[src/rtl/mem_arbiter.sv]
// Round-robin arbiter sharing one mem_control port among N_REQ requesters.
// One request is accepted at a time and each transaction drives exactly one memory cycle.
module mem_arbiter #(
  parameter int N_REQ  = 4,
  parameter int RD_LAT = 2
) (
  input  logic                          clk,
  input  logic                          rst,
  input  logic [N_REQ-1:0]              req_valid,
  input  logic [N_REQ-1:0]              req_wren,
  input  logic [N_REQ-1:0][17:0]        req_addr,
  input  logic [N_REQ-1:0][15:0][15:0]  req_data,
  output logic [N_REQ-1:0]              req_ready,
  output logic [N_REQ-1:0]              rsp_valid,
  output logic [15:0][15:0]             rsp_q,
  output logic [17:0]                   mem_address,
  output logic [15:0][15:0]             mem_data,
  output logic                          mem_wren,
  input  logic [15:0][15:0]             mem_q,
  output logic                          busy
);

  localparam int PW = (N_REQ > 1) ? $clog2(N_REQ) : 1;
  localparam int CW = $clog2(RD_LAT) + 1;
  localparam logic [CW-1:0] CNT_LOAD = CW'(RD_LAT - 1);

  typedef enum logic [1:0] {
    IDLE  = 2'd0,
    ISSUE = 2'd1,
    WAIT  = 2'd2,
    RESP  = 2'd3
  } state_t;

  state_t                state_r;
  state_t                state_nx_s;
  logic [PW-1:0]         ptr_r;
  logic [PW-1:0]         win_r;
  logic                  wren_r;
  logic [CW-1:0]         cnt_r;
  logic [N_REQ-1:0]      rsp_valid_r;
  logic [15:0][15:0]     rsp_q_r;
  logic [17:0]           mem_address_r;
  logic [15:0][15:0]     mem_data_r;
  logic                  mem_wren_r;
  logic                  busy_r;

  logic [N_REQ-1:0]      grant_s;
  logic [PW-1:0]         win_s;
  logic                  accept_s;
  logic [PW:0]           pos_s;
  logic [PW-1:0]         idx_s;

  function automatic logic [N_REQ-1:0] onehot(input logic [PW-1:0] idx);
    logic [N_REQ-1:0] vec;
    vec      = '0;
    vec[idx] = 1'b1;
    return vec;
  endfunction

  // Grant search: first pending requester at or above ptr, wrapping; only while idle and out of reset.
  always_comb begin
    grant_s  = '0;
    win_s    = '0;
    accept_s = 1'b0;
    pos_s    = '0;
    idx_s    = '0;
    if ((state_r == IDLE) && rst) begin
      for (int k = 0; k < N_REQ; k++) begin
        pos_s = {1'b0, ptr_r} + (PW+1)'(k);
        if (pos_s >= (PW+1)'(N_REQ)) begin
          pos_s = pos_s - (PW+1)'(N_REQ);
        end else begin
          pos_s = pos_s;
        end
        idx_s = pos_s[PW-1:0];
        if (!accept_s && req_valid[idx_s]) begin
          accept_s       = 1'b1;
          grant_s[idx_s] = 1'b1;
          win_s          = idx_s;
        end else begin
          accept_s = accept_s;
        end
      end
    end else begin
      grant_s = '0;
    end
  end

  // Next-state logic for the transaction sequencer.
  always_comb begin
    state_nx_s = state_r;
    case (state_r)
      IDLE: begin
        if (accept_s) state_nx_s = ISSUE;
        else          state_nx_s = IDLE;
      end
      ISSUE: begin
        if (wren_r) state_nx_s = RESP;
        else        state_nx_s = WAIT;
      end
      WAIT: begin
        if (cnt_r == '0) state_nx_s = RESP;
        else             state_nx_s = WAIT;
      end
      RESP:    state_nx_s = IDLE;
      default: state_nx_s = IDLE;
    endcase
  end

  // State register.
  always_ff @(posedge clk or negedge rst) begin
    if (!rst) begin
      state_r <= IDLE;
    end else begin
      state_r <= state_nx_s;
    end
  end

  // Capture of the winning request, memory drive, read-latency counter and response strobes.
  always_ff @(posedge clk or negedge rst) begin
    if (!rst) begin
      ptr_r         <= '0;
      win_r         <= '0;
      wren_r        <= 1'b0;
      cnt_r         <= '0;
      rsp_valid_r   <= '0;
      rsp_q_r       <= '0;
      mem_address_r <= '0;
      mem_data_r    <= '0;
      mem_wren_r    <= 1'b0;
      busy_r        <= 1'b0;
    end else begin
      mem_wren_r  <= 1'b0;
      rsp_valid_r <= '0;
      busy_r      <= (state_nx_s != IDLE);
      if (accept_s) begin
        win_r         <= win_s;
        wren_r        <= req_wren[win_s];
        mem_address_r <= req_addr[win_s];
        mem_data_r    <= req_data[win_s];
        mem_wren_r    <= req_wren[win_s];
        if (win_s == PW'(N_REQ - 1)) ptr_r <= '0;
        else                         ptr_r <= win_s + PW'(1);
      end
      if (state_r == ISSUE) begin
        cnt_r <= CNT_LOAD;
      end else if ((state_r == WAIT) && (cnt_r != '0)) begin
        cnt_r <= cnt_r - CW'(1);
      end
      // mem_q is valid in the last WAIT cycle; rsp_q only ever moves on reads.
      if ((state_r == WAIT) && (cnt_r == '0)) begin
        rsp_q_r <= mem_q;
      end
      if (state_nx_s == RESP) begin
        rsp_valid_r <= onehot(win_r);
      end
    end
  end

  assign req_ready   = grant_s;
  assign rsp_valid   = rsp_valid_r;
  assign rsp_q       = rsp_q_r;
  assign mem_address = mem_address_r;
  assign mem_data    = mem_data_r;
  assign mem_wren    = mem_wren_r;
  assign busy        = busy_r;

endmodule

[config.mk]
export PLATFORM = sky130hd
export DESIGN_NAME = mem_arbiter
export DESIGN_NICKNAME = d
export VERILOG_FILES = /design/src/rtl/mem_arbiter.sv
export SDC_FILE = /design/constraint.sdc
export NUM_CORES = 1
export LEC_CHECK = 0
export CORE_AREA = 5 5 738 740
export CTS_CLUSTER_DIAMETER = 150
export CTS_CLUSTER_SIZE = 20
export DETAILED_ROUTE_END_ITERATION = 8
export DIE_AREA = 0 0 743 745
export HOLD_SLACK_MARGIN = 0.15
export MAX_ROUTING_LAYER = met4
export PLACE_DENSITY_LB_ADDON = 0.25
export SLEW_MARGIN = 20
export SYNTH_ARGS = -nofsm -noshare
export SYNTH_HDL_FRONTEND = slang
export SYNTH_SLANG_ARGS = --single-unit
[constraint.sdc]
create_clock -name clk -period 4.1 [get_ports clk]
set_input_delay 0.41 -clock clk [delete_from_list [all_inputs] [get_ports clk]]
set_output_delay 0.41 -clock clk [all_outputs]
set_load 0.02 [all_outputs]
Word-level counts from Yosys, hierarchy flattened
Index checks and enable logic that the tools add are counted.
{"block": "op_classes", "n_addsub": 9, "n_lt_le_gt_ge": 15, "n_eq_ne": 5, "muxes": 62, "n_bitwise": 3, "n_reduce_logical": 19}
{"operator": "$bmux W256 S2", "n": 1}
{"operator": "$mux W256", "n": 1}
{"operator": "$bmux W18 S2", "n": 1}
{"operator": "$mux W4", "n": 9}
{"operator": "$mux W2", "n": 16}
{"operator": "$mux W1", "n": 22}
{"operator": "$lt A2 B3 Y1 const B", "n": 6}
{"operator": "$mux W18", "n": 1}
{"operator": "$or A4 B4 Y4", "n": 3}
{"operator": "$logic_and A1 B1 Y1", "n": 11}
{"operator": "$bmux W1 S2", "n": 5}
{"operator": "$demux W1 S2", "n": 5}
{"operator": "$ge A2 B1 Y1 const B", "n": 5}
{"operator": "$sub A2 B1 Y2 const B", "n": 5}
{"operator": "$ge A3 B3 Y1 const B", "n": 3}
{"operator": "$eq A2 B2 Y1 const B", "n": 4}
{"operator": "$pmux W2 S4", "n": 1}
{"operator": "$add A2 B2 Y3 const B", "n": 2}
{"operator": "$reduce_bool A2 Y1", "n": 3}
{"operator": "$logic_not A2 Y1", "n": 2}
{"operator": "$add A2 B1 Y3 const B", "n": 1}
{"operator": "$ge A2 B3 Y1 const B", "n": 1}
{"operator": "$logic_not A1 Y1", "n": 3}
{"operator": "$add A2 B1 Y2 const B", "n": 1}
{"operator": "$eq A2 B1 Y1 const B", "n": 1}
{"block": "word_totals", "reg_bits": 545, "in_bits": 1362, "out_inout_bits": 540, "wordCells": 154}

Logic depth before layout (Yosys ltp)
{"block": "logic_depth", "depth_word": 23, "ltp_mapped": 13, "ltp_nobuf": 8}

Worst setup path before layout
Ideal clock, no wire load.
{"block": "synth_timing", "kind": "reg2out", "from": "register ptr_r[0]", "to": "output req_ready[0]", "arrival_time_ns": 2.500, "slack_ns": 1.190, "stages_incl_launch_ff": 11, "n_path_buf": 3, "cell_sequence": "dfrtp_1 buf_4 buf_2 inv_1 ha_1 clkbuf_1 nor3_1 a32oi_1 o21ai_0 a221oi_1 nor2_1"}
{"block": "synth_via", "elab_chain_len": 19}
{"element": "start: declaration", "line_no": "36", "rtl": "logic [PW-1:0] ptr_r;"}
{"element": "start signal: assignment", "line_no": "143", "rtl": "else ptr_r <= win_s + PW'(1);"}
{"element": "branches (longest 17 deep; another with $add A2 B1 Y3)"}
{"element": "$mux W4 *", "line_no": "76", "rtl": "if (!accept_s && req_valid[idx_s]) begin"}
{"element": "$mux W4 *", "line_no": "67", "rtl": "if ((state_r == IDLE) && rst) begin"}
{"element": "end: declaration", "line_no": "13", "rtl": "output logic [N_REQ-1:0] req_ready,"}
Mark *: on every way between the ends. The select of a mux whose other input is x is not followed.

Worst setup path after layout
{"block": "layout_timing", "from": "register ptr_r[1]", "to": "output req_ready[3]"}
The elaborated chain is that of the path after synthesis.

==> metrics.md <==
| Metric | Value |
|---|---|
| Cell Chain, Critical Path | `inv_1 > ha_2 > mux4_2 > nor2b_4 > a22oi_1 > nor2_1 > a221oi_1 > nor2_1 > clkdlybuf4s50_1` |
| PwrDens | `approximately 670 nW/um^2` |
| Fin crit share | `0.9333` |
| Final Hold Fails | `0` |
| Die W | `between 700 and 800 um` |
| Maximum number of pins on one net before global-route repair | `100` |
| Hold crit path type | `primary input to flop` |
| Worst VDD drop | `about 430 uV` |
| Die H | `745 um` |
| Setup bufs post-CTS | `0` |
| Synth Area in Adders | `0.005625` |
| Post-Layout Cell Count | `approximately 12000` |
| CP startpoint kind | `flop` |
| Async S/R FF share, synth | `1.000` |
| Drt first pass iters | `5` |
| Worst path most repeated cell | `nor2_1` |
| Commonest cells in the netlist | `555 x mux2i_1, 545 x dfrtp_1, 283 x nand2_1` |
| Iteration-0 DRC Markers | `~1500` |
| Sequential standard cell area | `13640 um^2` |
| Total Wirelength | `385300 um` |
| Max_slew headroom | `0.1668` |
| Multi-input gate area | `14100 um^2` |
| Final antenna-violating net count | `0` |
| Core area | `between 500000 and 600000 um^2` |
| Via count | `29890` |
| Clk buf depth | `3` |
| Final WS setup | `0.2735 ns` |
| Setup Viol. Count Final | `0` |
| # rows | `between 200 and 300` |
| Synth Instances | `roughly 2200` |
| Largest family of logic cells by synthesized area | `multiplexers` |
| Final Wtd Congestion | `about 1` |
| Post-synthesis sequential area ratio | `0.4716` |
| Buf/Inv on CP | `2` |
| Post-layout min period | `roughly 3.8 ns` |
| Unrepaired setup endpoints after global routing | `no` |
| Slew @ Worst Pin | `1.246 ns` |
| Slowest CP cell | `clkdlybuf4s50_1` |
| Ranking of synthesized cells by area | `dfrtp_1 47%, mux2i_1 19%, o221ai_2 12%, mux2_2 10%, nand2_1 3.7%` |
| Critical path class | `flop to primary output` |
| MaxCap Viol Count | `0` |
| Mean Syn Cell Area | `between 10 and 15 um^2` |
| Syn. warnings | `0` |
| Syn_nets | `around 3600` |
| DRC violations left | `0` |
| Max Clock Skew | `around 0.063 ns` |
| Total grt overflow | `0` |
| Clock-pin slew on the worst setup and hold paths | `between 0.1 and 0.15 ns` |
| Worst EP required | `3.69 ns` |
| Gr usage total | `0.1370` |
| Util after Layout | `0.1113` |
| Initial antenna violation count | `467` |
| TNS Setup | `0 ns` |
| Die area | `between 500000 and 600000 um^2` |
| Largest stage delay, worst path | `around 0.63 ns` |
| Synth cell types | `between 40 and 50` |
| Num CTS Buffers | `40` |
| Fill count | `61390` |
| Pre-CTS WS | `approximately 0.021 ns` |
| Setup crit end kind | `primary output` |
| I/O Pins | `between 1500 and 2000` |
| Starting Density | `0.05374` |
| Status | `finished, final reports clean` |
| Post-Syn Area | `between 20000 and 30000 um^2` |
| WL/cell | `~33 um` |
| Synth Area in Compound Gates | `0.1418` |
| Max-slew violations | `0` |
| Main synth FF type | `dfrtp_1` |
| Leakage | `23.88 nW` |
| Vias/cell | `roughly 2.6` |
| CTS tree | `done` |
| Maximum clock rate | `261.3 MHz` |
| Final nets | `5533` |
| Share of cells above drive strength 1 | `0.1684` |
| Share of the synthesized area in the top cell type | `0.4716` |
| Crit-path leading delay family | `buffers and inverters` |
| # H-tree levels | `2` |
| Buffers on Ports | `between 1500 and 2000` |
| Vias in the first global route | `about 32000` |
| Area delta synth->final | `107.1%` |
| Clock root cell | `clkbuf_16` |
| Placed cells | `approximately 11000` |
| Leading area contributor after synthesis | `dfrtp_1` |
| Crit-path max FO | `11` |
| Estimated wirelength of the detail-placed design | `346300 um` |
| XOR/XNOR share of the synthesized area | `0.0003029` |
| Mux cell area share after synthesis | `0.2945` |
| Clk_lat worst skew | `around 0.74 ns` |
| Post-synthesis simple-gate area fraction | `0.04361` |
| Post-synth EDFFs | `0` |
| Worst path arrival time | `3.42 ns` |
| First-pass GRT wire length | `around 460000 um` |
| Most frequent cell after synthesis | `mux2i_1` |
| Num Clock Sinks | `between 500 and 600` |
| Yosys reg bits | `around 550` |
[final cells by class]
type / count / share of cell area
antenna: 224 / 0.009360
clock buffer: 46 / 0.01759
clock inverter: 18 / 0.005244
inverter: 6 / 0.0003761
multi-input combinational: 1455 / 0.2355
sequential: 545 / 0.2277
tap: 7208 / 0.1506
timing repair buffer: 2110 / 0.3536
[through the flow]
step           hold slack [ns]  power (W)  area [um^2]
2_1_floorplan           0.1144    0.02123        28920
3_3_place_gp            0.2657    0.03584        57250
3_5_place_dp            0.2642    0.03588        57250
4_1_cts                 0.1500    0.04135        59330
5_1_grt                 0.1919    0.04252        59830
6_report                0.2537    0.04019        59890
[cell usage in the layout, fill, tap and decap left out, drive strengths merged, types with 3 or more instances in the layout]
cell,instances
dlygate4sd3,71
nand3,3
a21oi,3
nand2,284
a221oi,5
o211ai,3
inv,15
buf,140
mux2i,555
dfrtp,545
a22oi,4
clkdlybuf4s50,1899
bufinv,3
mux2,259
nor2,17
diode,224
o221ai,276
clkinv,6
nor2b,3
clkbuf,46
ha,13
[final timing paths]
check,from,endpoint,slack (ns),cells after the start
min in group asynchronous,rst,rsp_q[26],0.34,3
max in group asynchronous,rst,ptr_r[1],2.13,3
worst max-delay path,ptr_r[1],req_ready[3],0.27,9
worst min register to register,mem_data[245],mem_data[245],0.49,2
worst max register to register,ptr_r[1],wren_r,0.69,9
worst min-delay path,mem_q[222],rsp_q[222],0.25,2
[layer usage]
layer  global-route usage  part of all wire  up-vias
met5                    -                 0        -
met4              0.04148             0.036        0
met3              0.09786              0.15      489
met2               0.2110              0.44     2055
met1               0.1373              0.37    14810
li1                     -                 -    12540
[report_power, final]
part           total (W)  switching [W]  internal [W]  leakage [nW]
sequential        0.0103        0.00209       0.00817          6.47
clock            0.00492        0.00279       0.00213         0.666
combinational     0.0250         0.0144        0.0106          16.7
total             0.0402         0.0193        0.0209          23.9
[flip-flops by register name (all words and copies together) (netlist names)]
signal       cells
cnt_r            2
mem_address     18
busy             1
mem_data       256
win_r            2
rsp_q          256
mem_wren         1
rsp_valid        4
wren_r           1
state_r          2
ptr_r            2
[kinds of logic after synthesis]
group / count (synthesis)
XOR/XNOR: 1
AND/OR/NAND/NOR: 320
AO/OA/AOI/OAI: 305
buffers and inverters: 195
flip-flops: 545
multiplexers: 816
adder cells (fa/ha/maj): 13
[repair_timing]
action,4_1_cts,5_1_grt
endpoints found under the hold margin,300,0
hold buffers,71,0
gates resized for setup,1,2
endpoints found under the setup margin,1,4
No activity file was read; power rests on OpenSTA's default activity.
